## config.mk

```make
export PLATFORM = sky130hd
export DESIGN_NAME = aurora_rx_unpacker_flat
export DESIGN_NICKNAME = d
export VERILOG_FILES = /design/src/rtl/aurora_rx_unpacker_pkg.sv /design/src/rtl/aurora_rx_unpacker_if.sv /design/src/rtl/aurora_rx_unpacker.sv /design/src/flat_wrapper.sv
export SDC_FILE = /design/constraint.sdc
export NUM_CORES = 1
export LEC_CHECK = 0
export CORE_MARGIN = 2
export CORE_UTILIZATION = 35
export CTS_CLUSTER_DIAMETER = 30
export DETAILED_ROUTE_END_ITERATION = 8
export GPL_TIMING_DRIVEN = 0
export PLACE_DENSITY = 0.65
export SYNTH_ARGS = -nofsm -noshare
export SYNTH_HDL_FRONTEND = slang
export SYNTH_SLANG_ARGS = --single-unit
export TNS_END_PERCENT = 100
```

## constraint.sdc

```tcl
create_clock -name user_clk -period 5.36 [get_ports user_clk]
set_input_delay 1.072 -clock user_clk [delete_from_list [all_inputs] [get_ports user_clk]]
set_output_delay 1.072 -clock user_clk [all_outputs]
set_load 0.05 [all_outputs]
```

## src/rtl/aurora_rx_unpacker_pkg.sv

```systemverilog
// Shared types and constants for the Aurora RX packet unpacker.
package aurora_rx_unpacker_pkg;

  typedef enum logic [1:0] {
    ST_IDLE  = 2'd0,
    ST_FETCH = 2'd1,
    ST_SEND  = 2'd2
  } state_e;

  localparam int HDR_BITS = 8;

  // Number of stream beats carried by one FIFO word.
  function automatic int beats_per_pkt(input int packet_size, input int out_width);
    return packet_size / out_width;
  endfunction

endpackage

```

## src/rtl/aurora_rx_unpacker_if.sv

```systemverilog
// Bus bundles for the unpacker: the RX FIFO read side and the AXI4-Stream
// master toward the PS/DMA. Master modport = the side that sources the data.
interface aurora_rx_fifo_if #(
  parameter int PACKET_SIZE = 128
) ();
  logic [PACKET_SIZE-1:0] rx_dout;
  logic                   rx_empty;
  logic                   rx_rd_en;

  // FIFO side
  modport master (output rx_dout, output rx_empty, input rx_rd_en);
  // reader side
  modport slave  (input rx_dout, input rx_empty, output rx_rd_en);
endinterface

interface aurora_axis_if import aurora_rx_unpacker_pkg::*; #(
  parameter int OUT_WIDTH = 32
) ();
  logic [OUT_WIDTH-1:0] m_axis_tdata;
  logic                 m_axis_tvalid;
  logic                 m_axis_tready;
  logic                 m_axis_tlast;
  logic [HDR_BITS-1:0]  m_axis_tuser;

  modport master (output m_axis_tdata, output m_axis_tvalid, input m_axis_tready,
                  output m_axis_tlast, output m_axis_tuser);
  modport slave  (input m_axis_tdata, input m_axis_tvalid, output m_axis_tready,
                  input m_axis_tlast, input m_axis_tuser);
endinterface

```

## src/rtl/aurora_rx_unpacker.sv

```systemverilog
// Aurora RX unpacker: pops one PACKET_SIZE word from the RX FIFO (standard,
// non-FWFT read) and streams it MSB-word first as OUT_WIDTH AXI4-Stream beats.
// The header byte rides on tuser for the whole packet.
// Optional: define AURORA_RX_PKT_COUNT_EN to build the completed-packet counter;
// otherwise pkt_count is tied to zero.
module aurora_rx_unpacker
  import aurora_rx_unpacker_pkg::*;
#(
  parameter int PACKET_SIZE  = 128,
  parameter int OUT_WIDTH    = 32,
  parameter int COUNTER_BITS = 2
) (
  input  logic                  user_clk,
  input  logic                  RST,
  aurora_rx_fifo_if.slave       rx,
  aurora_axis_if.master         m_axis,
  output logic                  busy,
  output logic [31:0]           pkt_count
);

  localparam int BEATS = beats_per_pkt(PACKET_SIZE, OUT_WIDTH);
  localparam logic [COUNTER_BITS-1:0] LAST_BEAT = COUNTER_BITS'(BEATS - 1);

  state_e                  state, state_nxt;
  logic [PACKET_SIZE-1:0]  sreg;
  logic [COUNTER_BITS-1:0] beat_cnt;
  logic [HDR_BITS-1:0]     hdr;
  logic                    is_last;
  logic                    rd_en, tvalid, tlast;
  logic                    last_hs;

  assign is_last = (beat_cnt == LAST_BEAT);
  assign last_hs = (state == ST_SEND) && m_axis.m_axis_tready && is_last;

  // State register
  always_ff @(posedge user_clk or negedge RST) begin
    if (!RST) state <= ST_IDLE;
    else      state <= state_nxt;
  end

  // Next state and handshake outputs; reads are only issued from IDLE or on
  // the last-beat handshake, so a stalled beat never pulls a new word.
  always_comb begin
    state_nxt = state;
    rd_en     = 1'b0;
    tvalid    = 1'b0;
    tlast     = 1'b0;
    case (state)
      ST_IDLE: begin
        rd_en = !rx.rx_empty;
        if (!rx.rx_empty) state_nxt = ST_FETCH;
      end
      ST_FETCH: state_nxt = ST_SEND;
      ST_SEND: begin
        tvalid = 1'b1;
        tlast  = is_last;
        if (m_axis.m_axis_tready && is_last) begin
          if (!rx.rx_empty) begin
            rd_en     = 1'b1;
            state_nxt = ST_FETCH;
          end else begin
            state_nxt = ST_IDLE;
          end
        end
      end
      default: state_nxt = ST_IDLE;
    endcase
  end

  // Shift register, header latch and beat index
  always_ff @(posedge user_clk or negedge RST) begin
    if (!RST) begin
      sreg     <= '0;
      hdr      <= '0;
      beat_cnt <= '0;
    end else if (state == ST_FETCH) begin
      sreg     <= rx.rx_dout;
      hdr      <= rx.rx_dout[PACKET_SIZE-1 -: HDR_BITS];
      beat_cnt <= '0;
    end else if (state == ST_SEND && m_axis.m_axis_tready && !is_last) begin
      sreg     <= {sreg[PACKET_SIZE-OUT_WIDTH-1:0], {OUT_WIDTH{1'b0}}};
      beat_cnt <= beat_cnt + 1'b1;
    end
  end

  assign rx.rx_rd_en          = rd_en;
  assign m_axis.m_axis_tvalid = tvalid;
  assign m_axis.m_axis_tlast  = tlast;
  assign m_axis.m_axis_tdata  = sreg[PACKET_SIZE-1 -: OUT_WIDTH];
  assign m_axis.m_axis_tuser  = hdr;
  assign busy                 = (state != ST_IDLE);

`ifdef AURORA_RX_PKT_COUNT_EN
  logic [31:0] pkt_cnt_q;

  // Completed-packet counter, wraps naturally at 2^32
  always_ff @(posedge user_clk or negedge RST) begin
    if (!RST)         pkt_cnt_q <= '0;
    else if (last_hs) pkt_cnt_q <= pkt_cnt_q + 32'd1;
  end

  assign pkt_count = pkt_cnt_q;
`else
  logic unused_last_hs;
  assign unused_last_hs = last_hs;
  assign pkt_count      = '0;
`endif

endmodule

```

## src/flat_wrapper.sv

```systemverilog
// flat-port wrapper written by rule: the top's interface ports become plain ports
module aurora_rx_unpacker_flat import aurora_rx_unpacker_pkg::*;
#(
  parameter int PACKET_SIZE  = 128,
  parameter int OUT_WIDTH    = 32,
  parameter int COUNTER_BITS = 2
)
  (user_clk, RST, busy, pkt_count, rx_rx_dout, rx_rx_empty, rx_rx_rd_en, m_axis_m_axis_tdata, m_axis_m_axis_tvalid, m_axis_m_axis_tready, m_axis_m_axis_tlast, m_axis_m_axis_tuser);
  aurora_rx_fifo_if #(.PACKET_SIZE(PACKET_SIZE)) rx_i ();
  aurora_axis_if #(.OUT_WIDTH(OUT_WIDTH)) m_axis_i ();
  input  logic user_clk;
  input  logic RST;
  output logic busy;
  output logic [31:0] pkt_count;
  input wire logic [$bits(rx_i.rx_dout)-1:0] rx_rx_dout;
  input wire logic [$bits(rx_i.rx_empty)-1:0] rx_rx_empty;
  output wire logic [$bits(rx_i.rx_rd_en)-1:0] rx_rx_rd_en;
  output wire logic [$bits(m_axis_i.m_axis_tdata)-1:0] m_axis_m_axis_tdata;
  output wire logic [$bits(m_axis_i.m_axis_tvalid)-1:0] m_axis_m_axis_tvalid;
  input wire logic [$bits(m_axis_i.m_axis_tready)-1:0] m_axis_m_axis_tready;
  output wire logic [$bits(m_axis_i.m_axis_tlast)-1:0] m_axis_m_axis_tlast;
  output wire logic [$bits(m_axis_i.m_axis_tuser)-1:0] m_axis_m_axis_tuser;
  assign rx_i.rx_dout = rx_rx_dout;
  assign rx_i.rx_empty = rx_rx_empty;
  assign rx_rx_rd_en = rx_i.rx_rd_en;
  assign m_axis_m_axis_tdata = m_axis_i.m_axis_tdata;
  assign m_axis_m_axis_tvalid = m_axis_i.m_axis_tvalid;
  assign m_axis_i.m_axis_tready = m_axis_m_axis_tready;
  assign m_axis_m_axis_tlast = m_axis_i.m_axis_tlast;
  assign m_axis_m_axis_tuser = m_axis_i.m_axis_tuser;
  aurora_rx_unpacker #(.PACKET_SIZE(PACKET_SIZE), .OUT_WIDTH(OUT_WIDTH), .COUNTER_BITS(COUNTER_BITS)) u_core (.user_clk(user_clk), .RST(RST), .rx(rx_i), .m_axis(m_axis_i), .busy(busy), .pkt_count(pkt_count));
endmodule
```

==> flow_summary.yaml <==
clocking:
  clock_tree_from_tritoncts: "yes"
  postCtsResizedCells: 0
  htree_levels: 4
  clock_latency_ns: 0.41
  cts_buffers: 17
  post-cts-setup-buffer-count: 0
  cts_num_sinks: 140
  hold_buffers: 0
  clock-root-buffer: "clkbuf_16"
  clk_pin_slew_ns: 0.06
  clk_path_buf_depth: 2
synthesis:
  synth_cell_type_count: 23
  post_synth_adder_cell_area_pct: 0.176
  synth_area_per_cell_sq_um: 14.5
  syn_inst: 488
  synth_seq_area_share_pct: 49.3
  synth_compound_area_share_pct: 4.99
  synth_xor_area_share_pct: 0
  synth-seq-cells: 140
  combined_area_of_all_synthesized_cells_sq_um: 7100
  synthSimpleGateAreaFrac_pct: 0.916
  yosys-mux-area-fraction_pct: 33.8
  synth_top_family_by_area: "multiplexers"
  yosysWarningCount: 0
global_route:
  number_of_global_route_vias_before_repair: 4841
  first_pass_grt_wire_length_mm: 26.8
  grt_start_max_net_pins: 74
  globalRouteTotalUtil_pct: 16.1
  grt-ovfl-total: 0
  antenna_found_initial: 0
place:
  port_buffers: 175
  place.detailed.instances: 965
  place.gp.congestion: 0.752
  post-dp-hpwl_mm: 12.3
timing:
  fmaxAchievable_mhz: 253
  setup_repair_after_global_routing_missed_its_margin: "no"
  worstMarginPinSlew_ns: 0.699
  timing_hold_violations_final: 0
  finalSetupTns_ns: 0
  fin_crit_sh_pct: 73.8
  period_needed_ns: 3.96
  max-slew-margin-rel_pct: 53.4
  max_slew_violations: 0
  worst_clock_skew_ns: 0.00759
  finalSetupViolations: 0
critical_path:
  critical_path.endpoint_type: "output pin"
  cp-start-kind: "input pin"
  required_arrival_time_at_the_worst_endpoint_ns: 4.29
  crit_arrival_ns: 2.88
  critPathMaxFanout: 3
  startpoint_to_endpoint_class_of_the_critical_path: "input pin to output pin"
layout:
  multi_input_area_sq_um: 2950
  layout.core_utilization_pct: 49.8
  layout_fillers: 1780
  nets: 847
  syn_to_final_growth_pct: 40.7
  fin_cells: 997
  share_of_final_layout_standard_cells_stronger_than_drive_strength_1_pct: 43.1
  final-seq-area_sq_um: 3500
  antenna_cells: 0
floorplan:
  die_y_um: 146
  floorplan.initialDensity_pct: 35.4
  boundaryPins: 208
  die_x_um: 146
  rows: 52
  core_region_area_sq_um: 20000
  die_area_sq_um: 21400
routing:
  drt_wl_total_mm: 16.9
  drtIter0Drc: 127
  via_per_inst: 4.48
  num_vias: 4465
  drt-pass1-iter-count: 4
  drc: 0
  routedWlPerCell_um: 16.9
  route.antenna.remaining_nets: 0
min_path:
  hold_path.class: "flop to flop"
power:
  static-leakage-power_nw: 4.63
  cellPowerDensity_nw_per_um2: 605
  vdd_ir_drop_max_uv: 300
status:
  result_of_the_run: "finished clean"
run:
  max-cap-violations: 0
==> stage by stage <==
step           setup slack (ns)  power (W)  hold slack [ns]  area (sq um)
2_1_floorplan              1.93    0.00399            0.462          7220
3_3_place_gp              -2.40    0.00471            0.479          9310
3_5_place_dp               1.43    0.00477            0.478          9330
4_1_cts                    1.42    0.00612            0.497          9990
5_1_grt                    1.34    0.00637            0.505          9990
6_report                   1.40    0.00604            0.492          9990
==> layer usage <==
layer	vias up	track usage (%)	share of wire, %
met5	-	0	0
met4	0	3.20	0.55
met3	5	4.50	5.4
met2	125	26.5	49
met1	2232	21.4	45
li1	2103	-	-
==> area by class of cell <==
type                    instances  area share, %
plain buffers                  95           7.59
multi-input cells             284           29.6
clock buffers                  18           4.40
repair buffers                176           17.8
flip-flops and latches        140           35.1
clock inverters                14           2.15
well taps                     270           3.38
==> logic make-up (layout without fill, tap and decap cells) <==
kind of cell             after synthesis  after routing
AO/OA/AOI/OAI                         42             42
adder cells (fa/ha/maj)                1              1
buffers and inverters                 95            303
flip-flops                           140            140
multiplexers                         200            200
other                                  1             32
AND/OR/NAND/NOR                        9              9
==> worst max-delay path: stages <==
cell	delay (ns)
clkdlybuf4s50_1	0.50
nand2_1	0.10
a211oi_1	0.34
clkdlybuf4s50_1	0.86
==> registers in the layout, indices dropped and copies added, names as in the netlist <==
| register | cells |
|---|---|
| u_core.sreg | 128 |
| u_core.m_axis.m_axis_tuser | 8 |
| u_core.beat_cnt | 2 |
| u_core.state | 2 |
==> report_power, final <==
group | switching (W) | internal (W)
clock network | 0.000470 | 0.000842
registers | 0.000227 | 0.00150
logic | 0.00140 | 0.00160
total | 0.00210 | 0.00394
==> synth_stat cells <==
library cell / n / area [sq um]
mux2_2: 141 / 1590
dfrtp_1: 140 / 3500
buf_4: 65 / 488
mux2_4: 40 / 601
a22o_1: 35 / 307
mux2_1: 19 / 214
buf_2: 17 / 85.1
buf_6: 8 / 90.1
buf_12: 4 / 80.1
a211oi_1: 2 / 15.0
a21o_1: 2 / 15.0
a21oi_1: 2 / 10.0
nand2_1: 2 / 7.51
nor2b_1: 2 / 12.5
and2_1: 1 / 6.26
and2b_4: 1 / 10.0
buf_8: 1 / 15.0
conb_1: 1 / 3.75
ha_1: 1 / 12.5
nor2b_4: 1 / 13.8
nor4b_1: 1 / 8.76
o21bai_1: 1 / 7.51
or2_2: 1 / 6.26
==> layout by cell type, fill, tap and decap left out <==
master / count
buf_2: 17
a21o_1: 2
o21bai_1: 1
conb_1: 32
nor2b_1: 2
nand2_1: 2
buf_6: 9
mux2_1: 19
bufinv_16: 5
clkbuf_8: 1
a22o_1: 35
clkinv_4: 1
nor2b_4: 1
nor4b_1: 1
buf_12: 4
and2b_4: 1
a21oi_1: 2
or2_2: 1
clkinvlp_4: 2
mux2_2: 141
mux2_4: 40
buf_4: 65
clkinv_2: 3
a211oi_1: 2
dfrtp_1: 140
clkbuf_16: 17
and2_1: 1
buf_16: 1
inv_6: 3
clkdlybuf4s50_1: 174
buf_8: 1
ha_1: 1
==> worst paths after layout <==
path                                      start                to  slack [ns]  cells past startpoint
setup / recovery           m_axis_m_axis_tready       rx_rx_rd_en        1.40                      4
hold / removal                  u_core.sreg[22]   u_core.sreg[22]        0.49                      1
setup reg to reg             u_core.beat_cnt[0]  u_core.sreg[117]        3.32                      6
hold reg to reg                 u_core.sreg[22]   u_core.sreg[22]        0.49                      1
max in group asynchronous                   RST   u_core.sreg[18]        3.90                      2
min in group asynchronous                   RST   u_core.sreg[98]        0.67                      1
Power figures use the tool's default switching activity.
==> patch 1, RTL diff (config.mk and constraints unchanged) <==
Add a define of `AURORA_RX_PKT_COUNT_EN`.
--- a/src/rtl/aurora_rx_unpacker.sv
+++ b/src/rtl/aurora_rx_unpacker.sv
@@ -5,2 +5,4 @@
 // otherwise pkt_count is tied to zero.
+`define AURORA_RX_PKT_COUNT_EN
+
 module aurora_rx_unpacker
Behaviour: not the same (a bounded check fails within 10 cycles, from zero or initial values and one cycle with RST low).
==> patch 1 against the original RTL <==
Sequential cell count increased by 32; routed wire length increased by 25%; worst hold slack got worse by 19 ps; largest cell class unchanged; register-to-register slack got worse by 240 ps; setup slack worse by 40 ps; synthesized area rose by 5.7%; total power shrank 7.1%; count of clock-buffer cells in the layout grew 3; clock power down 4%; clock skew rose by 0.88 ps; final area is 5.6% higher; combinational power fell by 23%; critical endpoint unchanged.
==> patch 1: results (changes against the original RTL) <==
Synthesis
  – Share of the yosys chip area belonging to registers: 0.573 (was 0.493)
  – Commonest cells post-synth: nand2_1 (282), dfrtp_1 (172), a22oi_1 (88) (was mux2_2 (141), dfrtp_1 (140), buf_4 (65))
  – Primary flip-flop cell chosen by synthesis mapping: dfrtp_1 (unchanged)
  – Cells after Synth: 769 (was 488)
  – Post-Synthesis Net Count: 903
  – Synth cell types: 39 (was 23)
  – Warnings, synthesis: 0 (unchanged)
  – Biggest area contributors in the synthesized netlist: dfrtp_1 (57%), nand2_1 (14%), a22oi_1 (8.8%) (was dfrtp_1 (49%), mux2_2 (22%), mux2_4 (8.5%))

Power
  – Static Leak: 4.81 nW (was 4.63 nW)
  – Switching share of total power: 0.396 (was 0.347)
  – Comb group: 2.32 mW (was 3.00 mW)
  – Peak VDD IR: 248 µV (was 300 µV)
  – Power in the clock group: 1.26 mW (was 1.31 mW)
  – Areal power density over the cells: 532 nW/µm² (was 605 nW/µm²)

Worst setup path
  – CP peak stage delay: 880 ps (was 860 ps)
  – Highest-delay cell along the critical path: clkdlybuf4s50_1 (unchanged)
  – Highest net fanout along the worst path: 5 (was 3)
  – Delay-heaviest family, CP: buffers and inverters (unchanged)
  – Register-to-Register Path Depth: 7 (was 6)
  – Worst Path Arrival: 2920 ps (was 2880 ps)
  – Setup slack of the worst register-to-register path: 3080 ps (was 3320 ps)
  – Worst flop-to-flop path endpoint: u_core.sreg[94] (was u_core.sreg[117])

STA
  – Hold slack: 473 ps (was 492 ps)
  – Max-Slew Margin vs Limit: 0.570 (was 0.534)
  – Worst setup skew after layout: 8.48 ps (was 7.59 ps)

Worst hold path
  – Startpoint of the worst hold path: u_core.sreg[97] (was u_core.sreg[22])
  – Capture endpoint of the worst hold path: u_core.sreg[97] (was u_core.sreg[22])
  – Worst Hold Depth: 2 (was 1)
  – Tightest Hold Check Type: register to register (unchanged)

Global route
  – Global-route wire length before repair: 32.7 mm (was 26.8 mm)
  – Vias in the first global route: 6066 (was 4841)
  – Maximum number of pins on one net before global-route repair: 95 (was 74)
  – Global-route total usage across every layer: 0.190 (was 0.161)

Placed design
  – HPWL reported at the end of detailed placement: 15.6 mm (was 12.3 mm)
  – Pre-CTS WS: 1390 ps (was 1430 ps)
  – RePlAce Congestion: 0.814 (was 0.752)
  – Number of input and output port buffers inserted: 207 (was 175)

Clocking
  – Post-CTS sizing: 0 (unchanged)
  – Number of buffers added for setup after CTS: 0 (unchanged)
  – Clock-pin transition on the worst setup and hold timing paths: 60 ps (about the same)

Final layout
  – Number of nets in the layout: 1130 (was 847)
  – Max FFs per register: 128 (unchanged)
  – Register with the highest flop count: u_core.sreg (unchanged)
  – Number of non-filler instances in the completed layout: 1284 (was 997)
  – Number of fill cells in the layout: 1984 (was 1780)
  – Share of cells above drive strength 1: 0.0803 (was 0.431)

Routing
  – Router iterations before antenna repair: 5 (was 4)
  – Mean number of vias per cell: 4.77 (was 4.48)
  – Number of DRC markers in iteration 0: 318 (was 127)
  – Drt wl/cell: 16.4 µm (was 16.9 µm)

Run status
  – Outcome: finished, final reports clean (unchanged)
## patch 1: layout make-up
type,count,share of cell area
flip-flops and latches,172,0.408
multi-input cells,514,0.261
repair buffers,208,0.199
clock buffers,21,0.0427
plain buffers,81,0.0420
well taps,275,0.0326
clock inverters,11,0.0136
inverters,2,0.000712
## patch 1: worst max-delay path by stage
stage,from,endpoint,slack (ps),cells past startpoint
global placement,RST,u_core.sreg[122],-4100,1
detailed placement,m_axis_m_axis_tready,rx_rx_rd_en,1390,4
finish,m_axis_m_axis_tready,rx_rx_rd_en,1360,4
floorplan,m_axis_m_axis_tready,rx_rx_rd_en,1920,2
CTS,m_axis_m_axis_tready,rx_rx_rd_en,1350,4
global route,m_axis_m_axis_tready,rx_rx_rd_en,1310,4
## patch 1: stage by stage
stage	area [µm²]	utilization
after floorplan	7510	-
after global placement	9920	0.472
after detailed placement	9960	0.474
after CTS	10600	0.502
after global routing	10600	0.502
final	10600	0.502
## patch 1: cell families after synthesis
kind of cell	count (synthesis)	share of synthesized area
XOR/XNOR	31	0.0362
flip-flops	172	0.573
multiplexers	10	0.0135
AO/OA/AOI/OAI	131	0.117
buffers and inverters	83	0.0600
AND/OR/NAND/NOR	340	0.196
adder cells (fa/ha/maj)	2	0.00333
## patch 1: metal layers
layer | part of all wire | vias to the layer above | track usage
met2 | 0.47 | 161 | 0.303
met1 | 0.45 | 2912 | 0.256
met3 | 0.050 | 28 | 0.0403
li1 | - | 3028 | -
met5 | 0 | - | 0
met4 | 0.023 | 0 | 0.0675
## patch 1: worst reg2reg max path: stages (launching register included)
cell and delay (ps):
dfrtp_1 390, ha_1 290, and4bb_1 310, clkbuf_2 190, buf_2 280, clkbuf_1 480
a22oi_1 160, nand2_1 120
==> patch 2, RTL diff (same flow settings) <==
Without the edit above. Encoding of `state_e`: now one-hot (3 bits for 3 states).
--- a/src/rtl/aurora_rx_unpacker_pkg.sv
+++ b/src/rtl/aurora_rx_unpacker_pkg.sv
@@ -3,6 +3,6 @@
 
-  typedef enum logic [1:0] {
-    ST_IDLE  = 2'd0,
-    ST_FETCH = 2'd1,
-    ST_SEND  = 2'd2
+  typedef enum logic [2:0] {
+    ST_IDLE  = 3'b001,
+    ST_FETCH = 3'b010,
+    ST_SEND  = 3'b100
   } state_e;
Formal check against the unedited RTL: same outputs for any inputs over 4 cycles, from zero or initial values and one cycle with RST low; so few cycles prove little.
==> patch 2 against the original RTL <==
Final area down 4.9%; routed wire length up 14%; clock power about the same; sequential cell count up 1; synthesized cell count up 34%; register-to-register slack worse by 230 ps; clock skew down 1.4 ps; synthesized area down 6.2%; total power down 12%; count of clock-buffer cells in the layout up 1; setup slack worse by 140 ps; highest routed layer unchanged.
==> patch 2: results (changes against the original RTL) <==
Run status
  – Outcome: finished, final reports clean (unchanged)

Synthesis
  – Commonest cells post-synth: dfrtp_1 (140), nand2_1 (95), a221o_1 (65), buf_4 (65), and3_1 (63) (was mux2_2 (141), dfrtp_1 (140), buf_4 (65))
  – Biggest area contributors in the synthesized netlist: dfrtp_1 (53%), a221o_1 (9.8%), buf_4 (7.3%) (was dfrtp_1 (49%), mux2_2 (22%), mux2_4 (8.5%))
  – Average cell area after synthesis: 10.2 µm² (was 14.5 µm²)
  – Synth cell types: 33 (was 23)

Final layout
  – Number of clock buffers in the layout: 19 (was 18)
  – Share of cells above drive strength 1: 0.148 (was 0.431)
  – Storage element area: 3530 µm² (was 3500 µm²)
  – Count of multi-input combinational gates: 417 (was 284)
  – Fraction of area in clock buffers and inverters: 0.0690 (was 0.0655)
  – Footprint of the multi-input gates: 2410 µm² (was 2950 µm²)
  – Total number of sequential cells: 141 (was 140)

Placed design
  – HPWL reported at the end of detailed placement: 14.8 mm (was 12.3 mm)
  – Placed cells: 1096 (was 965)
  – Pre-CTS WS: 1540 ps (was 1430 ps)
  – RePlAce Congestion: 0.768 (was 0.752)

Power
  – Static Leak: 4.45 nW (was 4.63 nW)
  – Areal power density over the cells: 563 nW/µm² (was 605 nW/µm²)
  – Peak VDD IR: 221 µV (was 300 µV)

Worst hold path
  – Capture endpoint of the worst hold path: u_core.m_axis.m_axis_tuser[3] (was u_core.sreg[22])
  – Startpoint of the worst hold path: u_core.m_axis.m_axis_tuser[3] (was u_core.sreg[22])
  – Worst Hold Depth: 2 (was 1)

Worst setup path
  – CP peak stage delay: 820 ps (was 860 ps)
  – Highest net fanout along the worst path: 10 (was 3)
  – Setup slack of the worst register-to-register path: 3090 ps (was 3320 ps)
  – Beginning of the critical path: u_core.state[1] (was m_axis_m_axis_tready)

Global route
  – Met3 track demand over resource in global routing: 0.0489 (was 0.0450)
  – Maximum number of pins on one net before global-route repair: 102 (was 74)
  – Global-route track usage on met2: 0.307 (was 0.265)
  – Global-route total usage across every layer: 0.192 (was 0.161)

Routing
  – Aggregate routed wire length: 19.2 mm (was 16.9 mm)
  – Mean number of vias per cell: 4.88 (was 4.48)
  – Number of DRC markers in iteration 0: 252 (was 127)

STA
  – Worst-Margin Slew: 724 ps (was 699 ps)
  – Final Critical Period: 4100 ps (was 3960 ps)
[patch 2: report_power, final]
part / total (mW) / switching, mW / leakage [nW] / internal (mW)
Clock: 1.31 / 0.467 / 0.310 / 0.841
Combinational: 2.19 / 1.23 / 2.40 / 0.959
Sequential: 1.85 / 0.282 / 1.74 / 1.57
Total: 5.35 / 1.98 / 4.45 / 3.37
[patch 2: per-layer routing]
layer,vias up,wire (µm),part of all wire
li1,2724,-,-
met1,2570,8680,0.45
met2,175,8890,0.46
met3,31,1150,0.060
met4,0,448,0.023
met5,-,0,0
[patch 2: logic make-up (layout without fill, tap and decap cells)]
logic type               after synthesis  count (layout)  share of synthesized area
adder cells (fa/ha/maj)                1               1                    0.00188
multiplexers                           1               1                    0.00169
other                                  1              32                   0.000563
AND/OR/NAND/NOR                      199             199                      0.143
AO/OA/AOI/OAI                        184             184                      0.197
flip-flops                           141             141                      0.530
buffers and inverters                128             336                      0.126
